===== src/rtl/mem_access_unit.sv =====
// mem_access_unit: one-outstanding load/store stage driving a single-word AXI master port.
// Optional MAU_MISALIGN_TRAP_EN: misaligned half/word accesses fail without touching the bus.
module mem_access_unit #(
  parameter int unsigned TIMEOUT = 1023
) (
  input  logic        clk,
  input  logic        rst,
  input  logic        req_valid,
  output logic        req_ready,
  input  logic        req_we,
  input  logic [1:0]  req_size,
  input  logic        req_signed,
  input  logic [31:0] req_addr,
  input  logic [31:0] req_wdata,
  output logic        resp_valid,
  output logic [31:0] resp_rdata,
  output logic        resp_err,
  output logic [31:0] m_axi_araddr,
  output logic        m_axi_arvalid,
  input  logic        m_axi_arready,
  input  logic [31:0] m_axi_rdata,
  input  logic [1:0]  m_axi_rresp,
  input  logic        m_axi_rvalid,
  output logic        m_axi_rready,
  output logic [31:0] m_axi_awaddr,
  output logic        m_axi_awvalid,
  input  logic        m_axi_awready,
  output logic [31:0] m_axi_wdata,
  output logic [3:0]  m_axi_wstrb,
  output logic        m_axi_wvalid,
  input  logic        m_axi_wready,
  input  logic [1:0]  m_axi_bresp,
  input  logic        m_axi_bvalid,
  output logic        m_axi_bready,
  output logic [2:0]  dbg_state
);
  // Handshakes: a transfer happens on a rising edge where valid && ready are both 1;
  // a valid, once raised, holds with stable payload until that edge, then drops.
  typedef enum logic [2:0] {
    S_IDLE = 3'd0, S_AR = 3'd1, S_R = 3'd2, S_AWW = 3'd3,
    S_B = 3'd4, S_ERR = 3'd5, S_RESP = 3'd6
  } state_t;

  localparam int unsigned WDW = $clog2(TIMEOUT + 2);

  state_t      state_q, state_d;
  logic        req_ready_q, req_ready_d;
  logic        arvalid_q, arvalid_d, rready_q, rready_d;
  logic        awvalid_q, awvalid_d, wvalid_q, wvalid_d, bready_q, bready_d;
  logic [31:0] araddr_q, araddr_d, awaddr_q, awaddr_d, wdata_q, wdata_d;
  logic [3:0]  wstrb_q, wstrb_d;
  logic        resp_valid_q, resp_valid_d, resp_err_q, resp_err_d;
  logic [31:0] resp_rdata_q, resp_rdata_d;
  logic [1:0]  lo_q, lo_d, size_q, size_d;
  logic        sgn_q, sgn_d;
  logic [WDW-1:0] wd_q, wd_d, wd_inc;
  logic        wait_st, timeout_hit, misalign;
  logic        unused_resp_lsb;

  assign unused_resp_lsb = ^{m_axi_rresp[0], m_axi_bresp[0]};

  function automatic logic [31:0] load_extend(input logic [31:0] d, input logic [1:0] lo,
                                              input logic [1:0] sz, input logic sgn);
    logic [7:0]  b;
    logic [15:0] h;
    b = d[{lo, 3'b000} +: 8];
    h = d[{lo[1], 4'b0000} +: 16];
    case (sz)
      2'd0:    load_extend = {{24{sgn & b[7]}}, b};
      2'd1:    load_extend = {{16{sgn & h[15]}}, h};
      default: load_extend = d;
    endcase
  endfunction

  always_comb begin
`ifdef MAU_MISALIGN_TRAP_EN
    misalign = (req_size == 2'd1 && req_addr[0]) || (req_size == 2'd2 && req_addr[1:0] != 2'b00);
`else
    misalign = 1'b0;
`endif
    state_d      = state_q;
    req_ready_d  = req_ready_q;
    arvalid_d    = arvalid_q;
    rready_d     = rready_q;
    awvalid_d    = awvalid_q;
    wvalid_d     = wvalid_q;
    bready_d     = bready_q;
    araddr_d     = araddr_q;
    awaddr_d     = awaddr_q;
    wdata_d      = wdata_q;
    wstrb_d      = wstrb_q;
    resp_valid_d = 1'b0;
    resp_err_d   = resp_err_q;
    resp_rdata_d = resp_rdata_q;
    lo_d         = lo_q;
    size_d       = size_q;
    sgn_d        = sgn_q;
    wait_st      = (state_q == S_AR) || (state_q == S_R) || (state_q == S_AWW) || (state_q == S_B);
    wd_inc       = wd_q + WDW'(1);
    timeout_hit  = (TIMEOUT != 0) && wait_st && (wd_inc == WDW'(TIMEOUT));

    case (state_q)
      S_IDLE: begin
        if (req_valid) begin
          req_ready_d = 1'b0;
          lo_d        = req_addr[1:0];
          size_d      = req_size;
          sgn_d       = req_signed;
          araddr_d    = {req_addr[31:2], 2'b00};
          awaddr_d    = {req_addr[31:2], 2'b00};
          if (req_size == 2'd3 || misalign) begin
            state_d = S_ERR;
          end else if (req_we) begin
            state_d   = S_AWW;
            awvalid_d = 1'b1;
            wvalid_d  = 1'b1;
            case (req_size)
              2'd0:    begin wdata_d = {4{req_wdata[7:0]}};  wstrb_d = 4'b0001 << req_addr[1:0]; end
              2'd1:    begin wdata_d = {2{req_wdata[15:0]}}; wstrb_d = 4'b0011 << {req_addr[1], 1'b0}; end
              default: begin wdata_d = req_wdata;            wstrb_d = 4'b1111; end
            endcase
          end else begin
            state_d   = S_AR;
            arvalid_d = 1'b1;
          end
        end
      end
      S_AR: if (m_axi_arready) begin
        arvalid_d = 1'b0;
        rready_d  = 1'b1;
        state_d   = S_R;
      end
      S_R: if (m_axi_rvalid) begin
        rready_d     = 1'b0;
        resp_valid_d = 1'b1;
        resp_rdata_d = load_extend(m_axi_rdata, lo_q, size_q, sgn_q);
        resp_err_d   = m_axi_rresp[1];
        state_d      = S_RESP;
      end
      S_AWW: begin
        awvalid_d = awvalid_q && !m_axi_awready;
        wvalid_d  = wvalid_q && !m_axi_wready;
        if (!awvalid_d && !wvalid_d) begin
          bready_d = 1'b1;
          state_d  = S_B;
        end
      end
      S_B: if (m_axi_bvalid) begin
        bready_d     = 1'b0;
        resp_valid_d = 1'b1;
        resp_rdata_d = 32'h0;
        resp_err_d   = m_axi_bresp[1];
        state_d      = S_RESP;
      end
      S_ERR: begin
        resp_valid_d = 1'b1;
        resp_rdata_d = 32'h0;
        resp_err_d   = 1'b1;
        state_d      = S_RESP;
      end
      S_RESP: begin
        resp_rdata_d = 32'h0;
        resp_err_d   = 1'b0;
        req_ready_d  = 1'b1;
        state_d      = S_IDLE;
      end
      default: state_d = S_IDLE;
    endcase

    // Watchdog abort is terminal for the bus: every handshake signal is withdrawn.
    if (timeout_hit) begin
      arvalid_d    = 1'b0;
      rready_d     = 1'b0;
      awvalid_d    = 1'b0;
      wvalid_d     = 1'b0;
      bready_d     = 1'b0;
      resp_valid_d = 1'b1;
      resp_rdata_d = 32'h0;
      resp_err_d   = 1'b1;
      state_d      = S_RESP;
    end

    wd_d = (TIMEOUT != 0 && wait_st && state_d == state_q) ? wd_inc : '0;
  end

  always_ff @(posedge clk or posedge rst) begin
    if (rst) begin
      state_q      <= S_IDLE;
      req_ready_q  <= 1'b1;
      arvalid_q    <= 1'b0;
      rready_q     <= 1'b0;
      awvalid_q    <= 1'b0;
      wvalid_q     <= 1'b0;
      bready_q     <= 1'b0;
      araddr_q     <= 32'h0;
      awaddr_q     <= 32'h0;
      wdata_q      <= 32'h0;
      wstrb_q      <= 4'h0;
      resp_valid_q <= 1'b0;
      resp_err_q   <= 1'b0;
      resp_rdata_q <= 32'h0;
      lo_q         <= 2'b00;
      size_q       <= 2'b00;
      sgn_q        <= 1'b0;
      wd_q         <= '0;
    end else begin
      state_q      <= state_d;
      req_ready_q  <= req_ready_d;
      arvalid_q    <= arvalid_d;
      rready_q     <= rready_d;
      awvalid_q    <= awvalid_d;
      wvalid_q     <= wvalid_d;
      bready_q     <= bready_d;
      araddr_q     <= araddr_d;
      awaddr_q     <= awaddr_d;
      wdata_q      <= wdata_d;
      wstrb_q      <= wstrb_d;
      resp_valid_q <= resp_valid_d;
      resp_err_q   <= resp_err_d;
      resp_rdata_q <= resp_rdata_d;
      lo_q         <= lo_d;
      size_q       <= size_d;
      sgn_q        <= sgn_d;
      wd_q         <= wd_d;
    end
  end

  assign req_ready     = req_ready_q;
  assign resp_valid    = resp_valid_q;
  assign resp_rdata    = resp_rdata_q;
  assign resp_err      = resp_err_q;
  assign m_axi_araddr  = araddr_q;
  assign m_axi_arvalid = arvalid_q;
  assign m_axi_rready  = rready_q;
  assign m_axi_awaddr  = awaddr_q;
  assign m_axi_awvalid = awvalid_q;
  assign m_axi_wdata   = wdata_q;
  assign m_axi_wstrb   = wstrb_q;
  assign m_axi_wvalid  = wvalid_q;
  assign m_axi_bready  = bready_q;
  assign dbg_state     = state_q;
endmodule


===== config.mk =====
export PLATFORM = sky130hd
export DESIGN_NAME = mem_access_unit
export DESIGN_NICKNAME = d
export VERILOG_FILES = /design/src/rtl/mem_access_unit.sv
export SDC_FILE = /design/constraint.sdc
export NUM_CORES = 1
export LEC_CHECK = 0
export ABC_AREA = 1
export CAP_MARGIN = 20
export CORE_MARGIN = 2
export CORE_UTILIZATION = 49
export CTS_BUF_LIST = sky130_fd_sc_hd__clkbuf_8
export DETAILED_ROUTE_END_ITERATION = 8
export GPL_ROUTABILITY_DRIVEN = 0
export PLACE_DENSITY = 0.95
export SYNTH_ARGS = -nofsm -noshare
export SYNTH_HDL_FRONTEND = slang
export SYNTH_SLANG_ARGS = --single-unit

===== constraint.sdc =====
create_clock -name clk -period 6.4 [get_ports clk]
set_input_delay 0.96 -clock clk [delete_from_list [all_inputs] [get_ports clk]]
set_output_delay 0.96 -clock clk [all_outputs]
set_load 0.02 [all_outputs]

==> impl_metrics.ini, run 1 <==
[clock_network]
cts_resized = 0
cts_sinks = 125
cts_buffer_depth = 2
cts_buffers = 17
cts_tree = done
post_cts_buffers = 0
clk_pin_slew_ps = 70
clock_latency_ps = 450
htree_levels = 4
cts-root-buf = clkbuf_8
holdBufCountCts = 0

[power]
vdd_drop_max_mv = 0.302
power.density_nw_per_um2 = 490
p_leak_nw = 4.23

[global_routing]
grt_pass1_wl_mm = 31.2
track_usage_pct = 27.8
grt_pass1_vias = 6434
overflow = 0
grt_max_degree = 79
antenna_found_initial = 0

[route]
drt_wl_total_mm = 19.4
dr_total_vias = 6462
viasPerCell = 5.28
route.detailed.drc = 0
drt_iter0_drc = 698
ant_nets = 0
wire_per_inst_um = 15.9
drt_first_pass_iters = 6

[layout]
drive_above_1_share_pct = 5.44
nets = 1150
post-route-util_pct = 69.9
area_growth_syn_to_layout_pct = 40.4
antenna_cells = 0
fillers = 978

[timing]
hold_violations = 0
whs_ps = 512
finalSetupViolCount = 0
skew_ps = 12.3
period_minus_slack_ps = 3180
slew_viol_final = 0
fmaxAchievable_ghz = 0.314
timing.final.crit_share_pct = 49.7
slew_headroom_pct = 31.4
tns_ps = 0
tightest_slew_ps = 1030
rsz0062_at_grt = false

[setup_path]
critPathCapture = resp_rdata[31]$_DFFE_PP0P_
worstPathRequired_ps = 6680
cp-start-kind = flip-flop
regToRegSetupSlack_ps = 3220
r2r_end = resp_rdata[31]$_DFFE_PP0P_
rr_startpoint = size_q[1]$_DFFE_PP0P_
critPathArrivalTime_ps = 3460
startpoint = size_q[1]$_DFFE_PP0P_
crit_fanout = 33
crit_type = reg -> reg
cp-end-kind = flip-flop
ff2ff_path_depth = 9

[floorplanning]
pin_count = 255
die_x_um = 120
die_y_um = 120
coreArea_um2 = 13100
row_count = 42
start_util_pct = 49.8
die_area_um2 = 14300

[logic_synthesis]
synth_top_area_share_pct = 47.4
synth.area.top_cells = dfrtp_1 (47%), nand2_1 (15%), nor2_1 (5.3%)
synth_most_common_cell = nand2_1
synth_edf_count = 0
yosysTopAreaCell = dfrtp_1
synthCells = 839
synth_cell_type_count = 33
synth_area_um2 = 6550
netlist_top_cells_count = nand2_1 (257), dfrtp_1 (124), nor2_1 (92)
ys_warn_count = 0
synthArstFlopShare_pct = 100
yosysSeqAreaShare_pct = 47.8
ys_ff_latch = 125
syn_area_per_cell_um2 = 7.80
synth-main-ff-cell = dfrtp_1

[hold_path]
min-delay-start = m_axi_araddr[4]$_DFFE_PP0P_
holdCritPathClass = reg -> reg

[placement]
hpwl_mm = 13.9
port_buffers = 248

[job]
cap_violations = 0

[status]
run_status = finished, final reports clean
[per-stage QoR]
| stage | setup WS (ps) | instance area (um2) | cells | power (mW) |
|---|---|---|---|---|
| after floorplan | 2110 | 6560 | 842 | 2.89 |
| after global placement | 2940 | 8830 | 1193 | 3.79 |
| after detailed placement | 2880 | 8830 | 1193 | 3.86 |
| after CTS | 3310 | 9190 | 1224 | 4.51 |
| after global routing | 2940 | 9190 | 1224 | 4.80 |
| final | 3220 | 9190 | 1224 | 4.50 |
[worst max-delay path: stages, from the launching register on]
cell	delay, ps
dfrtp_1	1020
inv_1	460
nand4_1	240
nand2_1	70
nand2_1	190
nand3_1	530
o21ai_0	240
nor2_1	70
nand2_1	100
o21ai_0	100
[sequential cells by signal, indices dropped and copies added (netlist names), 2 cells and up]
signal and flops:
wd_q 11, m_axi_wstrb 4, dbg_state 3, m_axi_wdata 32, m_axi_araddr 30, resp_rdata 32
size_q 2, lo_q 2
[worst min-delay path by stage]
stage                                         to  depth (start not counted)  slack, ps
floorplan                      sgn_q$_DFFE_PP0P_                          2        470
global placement    m_axi_araddr[25]$_DFFE_PP0P_                          2        490
detailed placement      m_axi_rready$_DFFE_PP0P_                          2        500
CTS                  m_axi_araddr[2]$_DFFE_PP0P_                          2        520
global route          m_axi_wdata[6]$_DFFE_PP0P_                          1        540
finish               m_axi_araddr[4]$_DFFE_PP0P_                          2        510
[routing by layer]
metal | vias to the layer above | global-route usage [%] | wire [um]
met3 | 57 | 9.32 | 1710
li1 | 3086 | - | -
met2 | 358 | 46.6 | 9620
met4 | 0 | 13.5 | 750
met1 | 2961 | 32.0 | 7350
met5 | - | 0 | 0
[area by class of cell]
cell class | count | area, um2 | area share (%)
Sequential cell | 125 | 3130 | 34.1
Multi-Input combinational cell | 569 | 2690 | 29.3
Timing Repair Buffer | 253 | 2520 | 27.4
Clock buffer | 23 | 317 | 3.45
Inverter | 70 | 265 | 2.89
Tap cell | 176 | 220 | 2.40
Clock inverter | 8 | 41.3 | 0.449
[cells in the final DEF (no fill, tap or decap), drive strengths merged]
master / Yosys / layout
a21oi: 40 / 40
a221oi: 7 / 7
a22o: 6 / 6
a31oi: 16 / 16
a41oi: 3 / 3
buf: 55 / 5
clkbuf: 23 / 23
clkdlybuf4s50: 0 / 248
clkinv: 0 / 6
conb: 1 / 4
dfrtp: 124 / 124
dfstp: 1 / 1
ha: 2 / 2
inv: 70 / 72
mux2: 8 / 8
nand2: 257 / 257
nand3: 37 / 37
nand3b: 1 / 1
nand4: 7 / 7
nor2: 96 / 96
nor3: 6 / 6
nor3b: 1 / 1
nor4: 7 / 7
o211ai: 25 / 25
o21ai: 45 / 45
or2: 1 / 1
[kinds of logic (layout without fill, tap and decap cells)]
family / count (synthesis) / count (layout) / share of synthesized area, %
adder cells (fa/ha/maj): 2 / 2 / 0.382
buffers and inverters: 148 / 354 / 11.4
multiplexers: 8 / 8 / 1.38
flip-flops: 125 / 125 / 47.8
other: 1 / 4 / 0.0573
AND/OR/NAND/NOR: 413 / 413 / 25.8
AO/OA/AOI/OAI: 142 / 142 / 13.2
[where the power goes]
group	switching, mW	total (mW)	internal (mW)
logic	1.40	2.47	1.07
clock network	0.309	0.631	0.322
registers	0.279	1.40	1.12
(Power assumes the default switching activity.)
==> run 2: changes to the inputs <==
- CORE_UTILIZATION: 49 -> 46
- PLACE_DENSITY: 0.95 -> 0.91
- clock period: 6.4 -> 3.15 ns (I/O delays scaled with it)
==> impl_metrics.ini, run 2 (same netlist as run 1, synthesis figures left out) <==
[global_routing]
grt_pass1_vias = 6390
antenna_found_initial = 0
grt_pass1_wl_mm = 30.8
grt_max_degree = 65
track_usage_pct = 26.4
overflow = 0

[route]
drt_iter0_drc = 593
viasPerCell = 5.26
dr_total_vias = 6494
drt_first_pass_iters = 7
ant_nets = 0
wire_per_inst_um = 16.1
drt_wl_total_mm = 19.8
route.detailed.drc = 0

[clock_network]
clk_pin_slew_ps = 80
htree_levels = 4
cts_buffers = 17
cts-root-buf = clkbuf_8
cts_sinks = 125
cts_resized = 0
cts_tree = done
post_cts_buffers = 0
clock_latency_ps = 460
holdBufCountCts = 0
cts_buffer_depth = 2

[floorplanning]
row_count = 43
die_x_um = 123
die_y_um = 123
start_util_pct = 47.2
die_area_um2 = 15200
coreArea_um2 = 13900
pin_count = 255

[timing]
timing.final.crit_share_pct = 84.3
slew_headroom_pct = 36.2
skew_ps = 15.8
hold_violations = 0
fmaxAchievable_ghz = 0.377
whs_ps = 492
rsz0062_at_grt = false
slew_viol_final = 0
finalSetupViolCount = 0
period_minus_slack_ps = 2650
tns_ps = 0
tightest_slew_ps = 953

[placement]
hpwl_mm = 13.9
port_buffers = 248

[setup_path]
cp-end-kind = flip-flop
startpoint = wd_q[0]$_DFF_PP0_
crit_type = reg -> reg
crit_fanout = 42
worstPathRequired_ps = 3440
cp-start-kind = flip-flop
rr_startpoint = wd_q[0]$_DFF_PP0_
critPathArrivalTime_ps = 2940

[layout]
most-common-layout-cells = nand2_1 (257), clkdlybuf4s50_1 (248), dfrtp_1 (124), nor2_1 (91), inv_1 (71)
seqCellArea_um2 = 3130
antenna_cells = 0
area_growth_syn_to_layout_pct = 43.0
nets = 1156
fillers = 1090
drive_above_1_share_pct = 5.88
final_common_cell = nand2_1
multi_input_comb_area_um2 = 2690

[power]
p_leak_nw = 4.29
power.density_nw_per_um2 = 1010
vdd_drop_max_mv = 0.626

[status]
run_status = finished, final reports clean

[hold_path]
holdCritPathClass = in -> async

[job]
cap_violations = 0
==> run 2: changes by cell type in the layout (fill, tap and decap cells not counted), sizes merged <==
cell	change
buf	+6
bufinv	+4
clkbuf	-3
clkinv	-4
clkinvlp	+3
inv	+1
==> run 2: final timing paths <==
path | end | slack (ps) | depth (start not counted)
worst max register to register | resp_rdata[9]$_DFFE_PP0P_ | 500 | 12
min in group clk | m_axi_araddr[19]$_DFFE_PP0P_ | 500 | 2
max in group asynchronous | req_ready$_DFFE_PP1P_ | 1940 | 3
worst min-delay path | resp_rdata[21]$_DFFE_PP0P_ | 490 | 2
worst max-delay path | resp_rdata[9]$_DFFE_PP0P_ | 500 | 12
worst min register to register | m_axi_araddr[19]$_DFFE_PP0P_ | 500 | 2
==> run 2: power by group <==
part           internal, mW  switching, mW
clock                 0.919          0.657
combinational          2.21           2.92
sequential             2.28          0.518
==> run 2: metal layers <==
metal	vias to the layer above	track usage, %	share of wire [%]	routed length (um)
li1	3096	-	-	-
met1	2995	31.7	39	7700
met2	356	44.1	49	9670
met3	47	8.12	9.8	1930
met4	0	10.7	2.6	518
met5	-	0	0	0
==> run 2: per-stage QoR <==
stage                     area [um2]  power, mW  cells  setup WS [ps]  util (%)
after floorplan                 6560       5.88    842           1140         -
after global placement          8910       7.77   1203            667      64.2
after detailed placement        8910       7.88   1203            581      64.2
after CTS                       9360       9.52   1235            533      67.4
after global routing            9360       10.1   1235            177      67.4
final                           9360       9.50   1235            495      67.4
==> run 2: cell type report <==
cell class / instances / area share [%]
Clock buffer: 20 / 2.94
Clock inverter: 12 / 1.80
Inverter: 70 / 2.85
Multi-Input combinational cell: 569 / 28.8
Tap cell: 180 / 2.41
Timing Repair Buffer: 259 / 27.8
Sequential cell: 125 / 33.4
==> run 2: critical path, stage by stage (launching register included) <==
cell and delay, ps:
dfrtp_1 420, ha_1 340, inv_1 100, nand2_1 90
nand2_1 80, nor2_1 90, nand4_1 140, nor2_1 120
nand2_1 90, nor2_4 180, inv_2 220, o21ai_4 420
o21ai_0 190
==> run 3: changes to the inputs <==
- clock period: 3.15 -> 2.55 ns (I/O delays scaled with it)
==> impl_metrics.ini, run 3 (same netlist as run 1, synthesis figures left out) <==
[power]
p_int_mw = 6.52
combPwrFrac_pct = 55.2
p_sw_share_pct = 43.7
power.density_nw_per_um2 = 1240
p_leak_nw = 4.31
p_sw_mw = 5.07
vdd_drop_max_mv = 0.792
seq_power_share_pct = 29.9
clockPowerShare_pct = 15.0

[hold_path]
holdCritPathClass = in -> async

[timing]
skew_ps = 15.4
finalSetupViolCount = 0
rsz0062_at_grt = false
fmaxAchievable_ghz = 0.439
tightest_slew_ps = 750
timing.final.crit_share_pct = 89.4
tns_ps = 0
slew_viol_final = 0
period_minus_slack_ps = 2280
slew_headroom_pct = 49.8
hold_violations = 0

[clock_network]
cts_buffers = 17
post_cts_buffers = 0
holdBufCountCts = 0
cts_buffer_depth = 2
htree_levels = 4
cts_tree = done
cts_sinks = 125
clk_pin_slew_ps = 80
clock_latency_ps = 440
cts-root-buf = clkbuf_8
cts_resized = 0

[job]
cap_violations = 0

[layout]
most-common-layout-cells = nand2_1 (257), clkdlybuf4s50_1 (248), dfrtp_1 (124), nor2_1 (91), inv_1 (71)
nets = 1161
final_common_cell = nand2_1
drive_above_1_share_pct = 6.42
antenna_cells = 0
area_growth_syn_to_layout_pct = 43.2
final_cells = 1240

[floorplanning]
pin_count = 255
start_util_pct = 47.2
coreArea_um2 = 13900
die_x_um = 123
die_y_um = 123
die_area_um2 = 15200
row_count = 43

[setup_path]
cpMostUsedCell = nand2_1
crit_fanout = 31
worstPathRequired_ps = 2880
crit_buf_inv = 3
cp-end-kind = flip-flop
critPathArrivalTime_ps = 2610
crit_path_max_incr_delay_ps = 420
path_cells = ha_1, inv_1, nand2_1, nand2_1, nor2_1, nand4_1, nor2_1, nand3_2, nand2_1, buf_12, inv_1, nand3_1, nand2_1
crit_family = simple AND/OR/NAND/NOR gates
slowest_stage = dfrtp_1
rr_startpoint = wd_q[0]$_DFF_PP0_
startpoint = wd_q[0]$_DFF_PP0_
cp-start-kind = flip-flop
crit_type = reg -> reg

[global_routing]
grt_pass1_wl_mm = 30.4
grt_max_degree = 75
antenna_found_initial = 0
overflow = 0
grt_pass1_vias = 6262
track_usage_pct = 26.1

[route]
wire_per_inst_um = 16.1
drt_iter0_drc = 581
viasPerCell = 5.28
drt_first_pass_iters = 5
dr_total_vias = 6544
ant_nets = 0
route.detailed.drc = 0
drt_wl_total_mm = 19.9

[placement]
port_buffers = 248
hpwl_mm = 13.9
dp.cells = 1207

[status]
run_status = finished, final reports clean
-- run 3: cell count changes in the layout (fill, tap and decap cells not counted), sizes merged --
cell      delta
buf          +4
clkinv       +4
bufinv       -2
clkinvlp     -2
o21ai        +1
-- run 3: tightest hold or removal path: stages --
cell             delay [ps]
clkdlybuf4s50_1         450
clkinvlp_4              130
buf_12                  260
-- run 3: metal layers --
| metal | track usage (%) | share of wire (%) | routed length (um) | vias to the layer above |
|---|---|---|---|---|
| met5 | 0 | 0 | 0 | - |
| met4 | 12.2 | 3.6 | 711 | 0 |
| met3 | 7.80 | 8.4 | 1670 | 52 |
| met2 | 43.2 | 49 | 9700 | 330 |
| met1 | 31.0 | 39 | 7820 | 3052 |
| li1 | - | - | - | 3110 |
-- run 3: worst paths after layout --
| check | end | slack, ps | cells after the start |
|---|---|---|---|
| setup / recovery | resp_rdata[15]$_DFFE_PP0P_ | 270 | 13 |
| hold / removal | m_axi_araddr[9]$_DFFE_PP0P_ | 390 | 3 |
| setup reg to reg | resp_rdata[15]$_DFFE_PP0P_ | 270 | 13 |
| max in group asynchronous | req_ready$_DFFE_PP1P_ | 1760 | 3 |
| min in group clk | m_axi_araddr[17]$_DFFE_PP0P_ | 470 | 3 |
| hold reg to reg | m_axi_araddr[7]$_DFFE_PP0P_ | 510 | 2 |
-- run 3: layout make-up --
type | instances | area (um2)
inverters | 70 | 267
fillers | 1066 | 4510
repair buffers | 263 | 2650
flip-flops and latches | 125 | 3130
multi-input cells | 570 | 2710
clock buffers | 20 | 275
clock inverters | 12 | 121
well taps | 180 | 225
-- run 3: power groups by stage --
stage               sequential (mW)  clock [mW]  combinational (mW)
floorplan                      4.26           0                3.00
global placement               3.45           0                6.17
detailed placement             3.46           0                6.30
CTS                            3.46        1.77                6.34
global route                   3.57        1.85                6.90
finish                         3.46        1.74                6.39
-- run 3: through the flow --
| stage | setup slack [ps] | util, % | hold slack [ps] | power (mW) | cell area, um2 |
|---|---|---|---|---|---|
| 6_report | 270 | 67.5 | 393 | 11.6 | 9380 |
| 5_1_grt | 30.4 | 67.5 | 406 | 12.3 | 9380 |
| 4_1_cts | 164 | 67.4 | 385 | 11.6 | 9350 |
| 3_5_place_dp | 186 | 64.5 | 489 | 9.77 | 8960 |
| 3_3_place_gp | 243 | 64.5 | 486 | 9.62 | 8960 |
| 2_1_floorplan | 600 | - | 471 | 7.26 | 6560 |
==> variant: new RTL, flow settings as in run 2 <==
Reset style: synchronous (`rst`), changed in one clocked block.
--- a/src/rtl/mem_access_unit.sv
+++ b/src/rtl/mem_access_unit.sv
@@ -184,5 +184,5 @@
   end
 
-  always_ff @(posedge clk or posedge rst) begin
+  always_ff @(posedge clk) begin
     if (rst) begin
       state_q      <= S_IDLE;
Formal check against the unedited RTL: differs if rst is asserted again (counterexample within 4 cycles, from zero or initial values and one cycle with rst high); with rst held inactive, the same outputs for 4 cycles.
==> variant against run 2 <==
Wire length shrank 6.6%. Clock power shrank 8%. Synthesized cell count shrank 3.8%. Total power shrank 30%. Worst setup slack gained 0.19 ns. Combinational power shrank 41%. Sequential cell count is the same. Sequential share of layout area shrank 4.4 points. Synthesized area shrank 10%. Final area shrank 7.9%. Critical endpoint is now wd_q[0]$_SDFF_PP0_.
==> variant: results (changes against run 2) <==
Run status:
- The run finished with clean final reports.

Routing:
- The via total after detailed routing was 6,204 (-4.5%).
- The routed wire length on met2 is 8830 um (-8.7%).
- The sum of met3 wire segment lengths after detailed routing was 1580 um (-18%).
- The number of DRC markers after the initial detailed-route iteration is 524 (-12%).
- The routed length on met1 is 7730 um (+0.40%).
- The length of the first detailed-routing pass in iterations is 5 (-2).
- The total wirelength of the detailed-routed design is 18,500 um (-6.6%).

Placed design:
- The placed instance count was 1,162 (-3.4%).
- The cell area after placement is 0.00821 mm^2 (-7.9%).
- The worst slack at placement came to 0.550 ns (-0.0311 ns).
- The post-detailed-placement half-perimeter wirelength is 12,900 um (-6.7%).

Global routing:
- The number of global-route vias before repair came to 5,811 (-9.1%).
- The global-route wire length before repair is 28,100 um (-8.6%).
- The total global-route track usage is 0.262 (-0.00117).
- The maximum number of pins on one net before global-route repair came to 66 (+1.5%).

Finish:
- The total number of nets in the final design is 1,123 (-2.9%).
- The fill cell total of the finished layout is 1,000 (-8.3%).
- The number of non-filler instances in the completed layout is 1,194 (-3.3%).
- The fraction of layout instances using a drive strength above 1 is 0.0695 (+0.0107).
- The relative area change from synthesis to final layout is 47.0%.
- The number of antenna cells inserted is 0 (unchanged).

Worst setup path:
- On the critical path, the stage with the largest delay is an instance of sky130_fd_sc_hd__nand2_1.
- The startpoint identified for the worst register-to-register timing path is wd_q[0]$_SDFF_PP0_.
- The largest fanout of any net on the critical path is 11 (-74%).
- The endpoint arrival time on the critical path is 2.77 ns (-0.17 ns).

Min path:
- The path category of the worst min-delay check is flop to flop.
- In this run the most critical hold path is launched from m_axi_awvalid$_SDFFE_PP0P_.

Power:
- The static leakage came to 3.36 nW (-22%).
- The maximum VDD drop is 0.417 mV (-33%).
- The switching power total is 2.73 mW (-33%).

Synth:
- The multiplexer share of the synthesized area is 0.0120 (-0.00181).
- The post-synthesis async set-or-reset flop share is 0 (-1.00).
- After synthesis, the cell types taking the most area are sky130_fd_sc_hd__dfxtp_1, sky130_fd_sc_hd__nand2_1, sky130_fd_sc_hd__nor2_1.
- The portion of the post-synthesis area used by sequential elements is 0.427 (-0.0513).
- The mean post-synth cell area is 7.27 um^2 (-6.9%).
- The number of unique standard cell types used by synthesis is 42 (+27%).
- The xor and xnor fraction of the mapped netlist area is 0.00299 (+0.00299).
- Counting instances in the post-synthesis netlist gives the leading cell types as sky130_fd_sc_hd__nand2_1, sky130_fd_sc_hd__dfxtp_1, sky130_fd_sc_hd__nor2_1, sky130_fd_sc_hd__o21ai_0, sky130_fd_sc_hd__a21oi_1.
- The adder-cell share of the synthesized area is 0.00427 (+0.000445).
- The compound-cell area share of the yosys netlist was 0.211 (+0.0790).

Timing:
- The measured slew at the worst slew-check pin was 1.06 ns (+0.109 ns).
- The clock tree skew after final layout is 0.0108 ns (-0.00503 ns).

Clock network:
- The source-to-sink clock delay at the later pin of the worst-skew pair was 0.44 ns (-0.02 ns).
## variant: cell types whose count changed after synthesis, sizes merged, moves of 31 or more
cell / run 2 / this run
a21oi: 40 / 71
a22oi: 0 / 32
dfrtp: 124 / 0
dfxtp: 0 / 125
nand2: 257 / 169
nor2: 96 / 128
## variant: worst paths after layout
| path | to | slack, ns | depth (start not counted) |
|---|---|---|---|
| max | wd_q[0]$_SDFF_PP0_ | 0.68 | 14 |
| min | m_axi_awvalid$_SDFFE_PP0P_ | 0.49 | 2 |
| max reg2reg | wd_q[0]$_SDFF_PP0_ | 0.68 | 14 |
| min reg2reg | m_axi_awvalid$_SDFFE_PP0P_ | 0.49 | 2 |
## variant: cell type report
cell class              count  area (um^2)  share of cell area
well taps                 172          215              0.0250
multi-input cells         544         2700               0.313
inverters                  63          236              0.0274
clock buffers              19          262              0.0303
repair buffers            258         2560               0.297
flip-flops and latches    125         2500               0.290
clock inverters            13          150              0.0174
## variant: cell families after synthesis
group           count (synthesis)
xor+xnor                        2
simple gates                  317
fa+ha+maj                       2
mux                             7
compound gates                212
flops                         125
buf+inv                       141
other cells                     1
## variant: power by group through the flow
| stage | clock network [mW] | logic [mW] | registers [mW] |
|---|---|---|---|
| 5_1_grt | 1.57 | 3.28 | 2.22 |
| 4_1_cts | 1.48 | 3.04 | 2.17 |
| 2_1_floorplan | 0 | 1.59 | 2.49 |
| 3_3_place_gp | 0 | 2.94 | 2.19 |
| 6_report | 1.46 | 3.05 | 2.18 |
| 3_5_place_dp | 0 | 3.00 | 2.20 |
## variant: per-layer routing
layer  track usage  up-vias
met5             0        -
met4        0.0957        0
met3        0.0819       33
met2         0.438      282
met1         0.320     2857
li1              -     3032
